===== src/rtl/pb_event_if.sv =====
// Valid/ready event stream carrying debounced button events to the game FSM.
interface pb_event_if #(
    parameter int N_BTN = 4
);
    localparam int ID_W = (N_BTN > 1) ? $clog2(N_BTN) : 1;

    logic            evt_valid;
    logic            evt_ready;
    logic [ID_W-1:0] evt_id;
    logic            evt_repeat;

    modport master (output evt_valid, evt_id, evt_repeat, input evt_ready);
    modport slave  (input evt_valid, evt_id, evt_repeat, output evt_ready);
endinterface


===== src/rtl/pb_event_arbiter.sv =====
// Push-button front end: tick-sampled debounce, press/auto-repeat detection and
// round-robin arbitration of pending button events onto one valid/ready stream.
module pb_event_arbiter #(
    parameter int N_BTN      = 4,
    parameter int DB_LEN     = 4,
    parameter int TICK_DIV   = 16,
    parameter int REPEAT_DLY = 32,
    parameter int REPEAT_PER = 8
) (
    input  logic             clk,
    input  logic             rst_n,
    input  logic [N_BTN-1:0] pb,
    output logic [N_BTN-1:0] pb_level,
    output logic             drop_pulse,
    pb_event_if.master       evt
);
    localparam int ID_W   = (N_BTN > 1) ? $clog2(N_BTN) : 1;
    localparam int IDX_W  = ID_W + 1;
    localparam int DIV_W  = (TICK_DIV > 1) ? $clog2(TICK_DIV) : 1;
    localparam int HOLD_W = $clog2(REPEAT_DLY + 1);

    logic [DIV_W-1:0] div_reg;
    logic             tick;

    assign tick = (div_reg == DIV_W'(TICK_DIV - 1));

    always_ff @(posedge clk or negedge rst_n) begin
        if (!rst_n)    div_reg <= '0;
        else if (tick) div_reg <= '0;
        else           div_reg <= div_reg + 1'b1;
    end

    logic [N_BTN-1:0] req_set;
    logic [N_BTN-1:0] req_rep;

    generate
        for (genvar gi = 0; gi < N_BTN; gi++) begin : g_btn
            logic [DB_LEN-1:0] sh_reg;
            logic [DB_LEN-1:0] sh_next;
            logic              level_reg;
            logic              level_d_reg;
            logic [HOLD_W-1:0] hold_reg;
            logic              press;
            logic              rep_fire;

            assign sh_next  = (sh_reg << 1) | DB_LEN'(pb[gi]);
            assign press    = level_reg & ~level_d_reg;
            assign rep_fire = tick & level_reg & ~press &
                              (hold_reg == HOLD_W'(REPEAT_DLY - 1));

            always_ff @(posedge clk or negedge rst_n) begin
                if (!rst_n) begin
                    sh_reg    <= '0;
                    level_reg <= 1'b0;
                end else if (tick) begin
                    sh_reg <= sh_next;
                    // Hysteresis: only a full run of identical samples moves the level
                    if (&sh_next)       level_reg <= 1'b1;
                    else if (~|sh_next) level_reg <= 1'b0;
                end
            end

            always_ff @(posedge clk or negedge rst_n) begin
                if (!rst_n) begin
                    level_d_reg <= 1'b0;
                    hold_reg    <= '0;
                end else begin
                    level_d_reg <= level_reg;
                    if (!level_reg || press) hold_reg <= '0;
                    else if (rep_fire)       hold_reg <= HOLD_W'(REPEAT_DLY - REPEAT_PER);
                    else if (tick)           hold_reg <= hold_reg + 1'b1;
                end
            end

            assign pb_level[gi] = level_reg;
            assign req_set[gi]  = press | rep_fire;
            assign req_rep[gi]  = rep_fire;
        end
    endgenerate

    function automatic logic [ID_W-1:0] wrap_inc(input logic [ID_W-1:0] v);
        return (int'(v) == N_BTN - 1) ? '0 : v + 1'b1;
    endfunction

    logic [N_BTN-1:0] pend_reg, pend_next;
    logic [N_BTN-1:0] rep_reg, rep_next;
    logic [N_BTN-1:0] acc_vec, cand, merge;
    logic [ID_W-1:0]  rr_reg, rr_next, id_reg, id_next, base, sel_id;
    logic             valid_reg, valid_next, erep_reg, erep_next;
    logic             accept, sel_found;

    assign accept = valid_reg & evt.evt_ready;
    assign base   = accept ? wrap_inc(id_reg) : rr_reg;
    // The presented button is masked so an accept never re-presents it at once
    assign cand   = pend_reg & ~acc_vec;

    always_comb begin
        acc_vec = '0;
        if (accept) acc_vec[id_reg] = 1'b1;
    end

    always_comb begin
        logic [IDX_W-1:0] js;
        sel_found = 1'b0;
        sel_id    = '0;
        js        = '0;
        for (int k = 0; k < N_BTN; k++) begin
            js = {1'b0, base} + IDX_W'(k);
            if (js >= IDX_W'(N_BTN)) js = js - IDX_W'(N_BTN);
            if (!sel_found && cand[js[ID_W-1:0]]) begin
                sel_found = 1'b1;
                sel_id    = js[ID_W-1:0];
            end
        end
    end

    always_comb begin
        pend_next  = pend_reg;
        rep_next   = rep_reg;
        merge      = '0;
        valid_next = valid_reg;
        id_next    = id_reg;
        erep_next  = erep_reg;
        rr_next    = rr_reg;
        for (int i = 0; i < N_BTN; i++) begin
            if (req_set[i] && (!pend_reg[i] || acc_vec[i])) begin
                pend_next[i] = 1'b1;
                rep_next[i]  = req_rep[i];
            end else if (req_set[i]) begin
                merge[i] = 1'b1;
            end else if (acc_vec[i]) begin
                pend_next[i] = 1'b0;
            end
        end
        if (accept) rr_next = wrap_inc(id_reg);
        if (!valid_reg || accept) begin
            valid_next = sel_found;
            if (sel_found) begin
                id_next   = sel_id;
                erep_next = rep_reg[sel_id];
            end
        end
    end

    always_ff @(posedge clk or negedge rst_n) begin
        if (!rst_n) begin
            pend_reg  <= '0;
            rep_reg   <= '0;
            rr_reg    <= '0;
            id_reg    <= '0;
            erep_reg  <= 1'b0;
            valid_reg <= 1'b0;
        end else begin
            pend_reg  <= pend_next;
            rep_reg   <= rep_next;
            rr_reg    <= rr_next;
            id_reg    <= id_next;
            erep_reg  <= erep_next;
            valid_reg <= valid_next;
        end
    end

    assign drop_pulse     = |merge;
    assign evt.evt_valid  = valid_reg;
    assign evt.evt_id     = id_reg;
    assign evt.evt_repeat = erep_reg;
endmodule

===== src/flat_wrapper.sv =====
// flat-port wrapper written by rule: the top's interface ports become plain ports
module pb_event_arbiter_flat 
#(
    parameter int N_BTN      = 4,
    parameter int DB_LEN     = 4,
    parameter int TICK_DIV   = 16,
    parameter int REPEAT_DLY = 32,
    parameter int REPEAT_PER = 8
)
  (clk, rst_n, pb, pb_level, drop_pulse, evt_evt_valid, evt_evt_id, evt_evt_repeat, evt_evt_ready);
  pb_event_if #(.N_BTN(N_BTN)) evt_i ();
  input  logic clk;
  input  logic rst_n;
  input  logic [N_BTN-1:0] pb;
  output logic [N_BTN-1:0] pb_level;
  output logic drop_pulse;
  output wire logic [$bits(evt_i.evt_valid)-1:0] evt_evt_valid;
  output wire logic [$bits(evt_i.evt_id)-1:0] evt_evt_id;
  output wire logic [$bits(evt_i.evt_repeat)-1:0] evt_evt_repeat;
  input wire logic [$bits(evt_i.evt_ready)-1:0] evt_evt_ready;
  assign evt_evt_valid = evt_i.evt_valid;
  assign evt_evt_id = evt_i.evt_id;
  assign evt_evt_repeat = evt_i.evt_repeat;
  assign evt_i.evt_ready = evt_evt_ready;
  pb_event_arbiter #(.N_BTN(N_BTN), .DB_LEN(DB_LEN), .TICK_DIV(TICK_DIV), .REPEAT_DLY(REPEAT_DLY), .REPEAT_PER(REPEAT_PER)) u_core (.clk(clk), .rst_n(rst_n), .pb(pb), .pb_level(pb_level), .drop_pulse(drop_pulse), .evt(evt_i));
endmodule

===== config.mk =====
export PLATFORM = sky130hd
export DESIGN_NAME = pb_event_arbiter_flat
export DESIGN_NICKNAME = d
export VERILOG_FILES = /design/src/rtl/pb_event_if.sv /design/src/rtl/pb_event_arbiter.sv /design/src/flat_wrapper.sv
export SDC_FILE = /design/constraint.sdc
export NUM_CORES = 1
export LEC_CHECK = 0
export ABC_AREA = 1
export CORE_MARGIN = 1
export CORE_UTILIZATION = 35
export CTS_CLUSTER_DIAMETER = 150
export CTS_CLUSTER_SIZE = 16
export DETAILED_ROUTE_END_ITERATION = 7
export DONT_BUFFER_PORTS = 1
export GPL_TIMING_DRIVEN = 0
export SLEW_MARGIN = 10
export SYNTH_ARGS = -nofsm -noshare
export SYNTH_HDL_FRONTEND = slang
export SYNTH_SLANG_ARGS = --single-unit
export TNS_END_PERCENT = 10

===== constraint.sdc =====
create_clock -name clk -period 4 [get_ports clk]
set_clock_uncertainty 0.15 [all_clocks]
set_input_delay 1.2 -clock clk [delete_from_list [all_inputs] [get_ports clk]]
set_output_delay 1.2 -clock clk [all_outputs]
set_load 0.02 [all_outputs]

==> impl_metrics.py <==
metrics = {
    "outcome": {
        "status": "complete, no violations",
    },
    "grt": {
        "antenna_found_initial": 0,
        "grt_usage": 0.151,
        "grt_start_max_net_pins": 63,
        "grt_pass1_vias": 2670,
        "grt_pass1_wl_microns": 11900,
        "overflow": 0,
    },
    "finish": {
        "largest_reg_flops": 24,
        "nFillCells": 962,
        "syn2layout_area_growth_pct": 10.2,
        "drive_gt1_frac": 0.128,
        "diodes": 0,
        "nNetsFinal": 441,
    },
    "sta": {
        "setup_tns_ns": 0,
        "fmax_mhz": 269,
        "worst_pin_slew_ns": 0.486,
        "post-route-period-util": 0.929,
        "finalHoldViolCount": 0,
        "layout_min_cycle_time_ns": 3.72,
        "slew-limit-headroom": 0.676,
        "setup_violations": 0,
        "rsz0062_at_grt": "false",
        "slew_violations": 0,
    },
    "critical_path": {
        "worstSetupPathType": "flop to output pin",
        "crit_fanout": 8,
        "cp.arrival_ns": 2.37,
        "critPathLaunchType": "flop",
        "timing.rr.start": "u_core.evt.evt_id[0]",
        "critical_path.endpoint_type": "output pin",
        "cp-startpoint": "u_core.div_reg[0]",
        "reg2reg_to": "u_core.evt.evt_repeat",
        "reg2reg_depth": 18,
        "r2r_slack_ns": 1.37,
        "crit_required_ns": 2.65,
    },
    "floorplan": {
        "top_level_ports": 16,
        "fp.dieH_microns": 101,
        "start_util": 0.364,
        "row_count": 35,
        "dieArea_sq_um": 10100,
        "core_sq_um": 9330,
        "dieWidth_microns": 101,
    },
    "place": {
        "place_congestion": 0.836,
        "numPortBuffers": 0,
        "dp_hpwl_microns": 4830,
    },
    "pwr": {
        "ir_drop_mv": 0.235,
        "p_sw_frac": 0.406,
        "seq_power_share": 0.373,
        "combPwrFrac": 0.394,
        "p_int_uw": 1210,
        "power_density_nw_per_um2": 546,
        "p_total_uw": 2040,
        "power.net_switching_uw": 830,
        "p_leak_uw": 0.00178,
        "clkPwrFrac": 0.234,
    },
    "routing": {
        "drt-total-wl_microns": 6680,
        "drtAntennaViolNets": 0,
        "first_iter_violations": 93,
        "vias": 2678,
        "via_per_inst": 4.79,
        "wl_per_cell_microns": 11.9,
        "dr.pass1.iters": 4,
        "drc_errors": 0,
    },
    "yosys": {
        "yosysTopAreaCell": "dfrtp_1",
        "yosysTopAreaCellShare": 0.457,
        "syn-num-nets": 430,
        "synth_top_flop_cell": "dfrtp_1",
        "synth_enable_flop_cells": 0,
        "syn_area_sq_um": 3400,
        "synth_common_cells": "nand2_1 (82), inv_1 (65), dfrtp_1 (62)",
        "synthMostInstantiatedCell": "nand2_1",
        "synth_area_leaders": "dfrtp_1 (46%), nand2_1 (9.1%), inv_1 (7.2%)",
        "yosysSeqAreaShare": 0.457,
        "async_reset_ff_frac": 1.00,
        "yosys_warnings": 0,
        "ys_ff_latch": 62,
        "avgSynthCellArea_sq_um": 8.21,
        "syn_inst": 414,
        "synth_cell_type_count": 40,
    },
    "clock_tree": {
        "cts-root-buf": "clkbuf_8",
        "cts_made_buffers": 9,
        "post-cts-setup-buffers": 0,
        "ctsHoldBuffers": 0,
        "cts_tree": "done",
        "cts_sinks": 62,
        "cts_buffer_depth": 2,
        "h-tree-depth": 3,
        "insertion_delay_ns": 0.34,
        "clk_pin_slew_worst_paths_ns": 0.07,
    },
    "hold_path": {
        "holdPathEnd": "u_core.g_btn[1].sh_reg[2]",
        "hold_path.startpoint": "u_core.g_btn[1].sh_reg[2]",
        "whs_path_depth": 2,
        "holdCritPathClass": "flop to flop",
    },
    "job": {
        "drv_cap": 0,
    },
}
[per-stage QoR]
stage / instances / area, sq um / hold slack, ns / worst slack (ns) / utilization
after floorplan: 414 / 3400 / 0.263 / 0.622 / -
after global placement: 543 / 3560 / 0.310 / 0.162 / 0.382
after detailed placement: 543 / 3560 / 0.315 / 0.158 / 0.382
after CTS: 559 / 3730 / 0.330 / 0.0960 / 0.400
after global routing: 559 / 3740 / 0.361 / 0.0432 / 0.401
final: 559 / 3740 / 0.331 / 0.285 / 0.401
[timing repair]
item,CTS,global route
gates resized for setup,2,2
setup endpoints to repair,1,1
endpoints found under the hold margin,0,0
[worst max-delay path by stage]
| stage | endpoint | cells past startpoint | slack, ns |
|---|---|---|---|
| after floorplan | drop_pulse | 6 | 0.62 |
| after global placement | drop_pulse | 11 | 0.16 |
| after detailed placement | drop_pulse | 11 | 0.16 |
| after CTS | drop_pulse | 11 | 0.1 |
| after global routing | drop_pulse | 11 | 0.04 |
| final | drop_pulse | 11 | 0.28 |
[layout by cell type (no fill, tap or decap), drive strengths merged, types with 4 or more instances in the layout]
cell      n
a21oi     9
buf       6
clkbuf   15
clkinv    4
dfrtp    62
ha        9
inv      67
nand2   105
nand3    29
nand4     4
nor2     28
nor3      7
nor4      6
o21ai    47
o22ai    11
xor2      6
[layer usage]
layer | GRT usage | routed length [microns] | vias up
met1 | 0.189 | 3270 | 1269
met5 | 0 | 0 | -
met3 | 0.0492 | 275 | 6
met2 | 0.246 | 3040 | 34
met4 | 0.0502 | 83 | 0
li1 | - | - | 1369
[layout make-up]
class / instances / area (sq um) / share of cell area
Inverter: 68 / 262 / 0.0699
Buffer: 9 / 66.3 / 0.0177
Sequential cell: 62 / 1550 / 0.414
Clock buffer: 12 / 145 / 0.0388
Multi-Input combinational cell: 275 / 1540 / 0.410
Tap cell: 129 / 161 / 0.0431
Clock inverter: 4 / 22.5 / 0.00602
[critical path, cell delays in order, from the launching register on]
cell     delay, ns
dfrtp_1       0.37
ha_1          0.19
nand2_1       0.12
nor2_4        0.19
inv_2         0.12
nor2_1        0.19
inv_1         0.10
nor4_1        0.18
inv_1         0.11
o21ai_0       0.09
inv_1         0.12
o21ai_4       0.25
[power groups by stage]
stage	combinational [uW]	clock (uW)	sequential, uW
floorplan	674	0	759
global placement	793	0	772
global route	909	523	769
detailed placement	804	0	775
CTS	808	498	763
finish	804	478	761
[kinds of logic (layout without fill, tap and decap cells)]
logic type | Yosys count | after routing | synth area share
simple gates | 180 | 180 | 0.260
flops | 62 | 62 | 0.457
xor+xnor | 8 | 8 | 0.0206
compound gates | 78 | 78 | 0.133
buf+inv | 77 | 93 | 0.0965
fa+ha+maj | 9 | 9 | 0.0331
No activity file was read; power rests on OpenSTA's default activity.
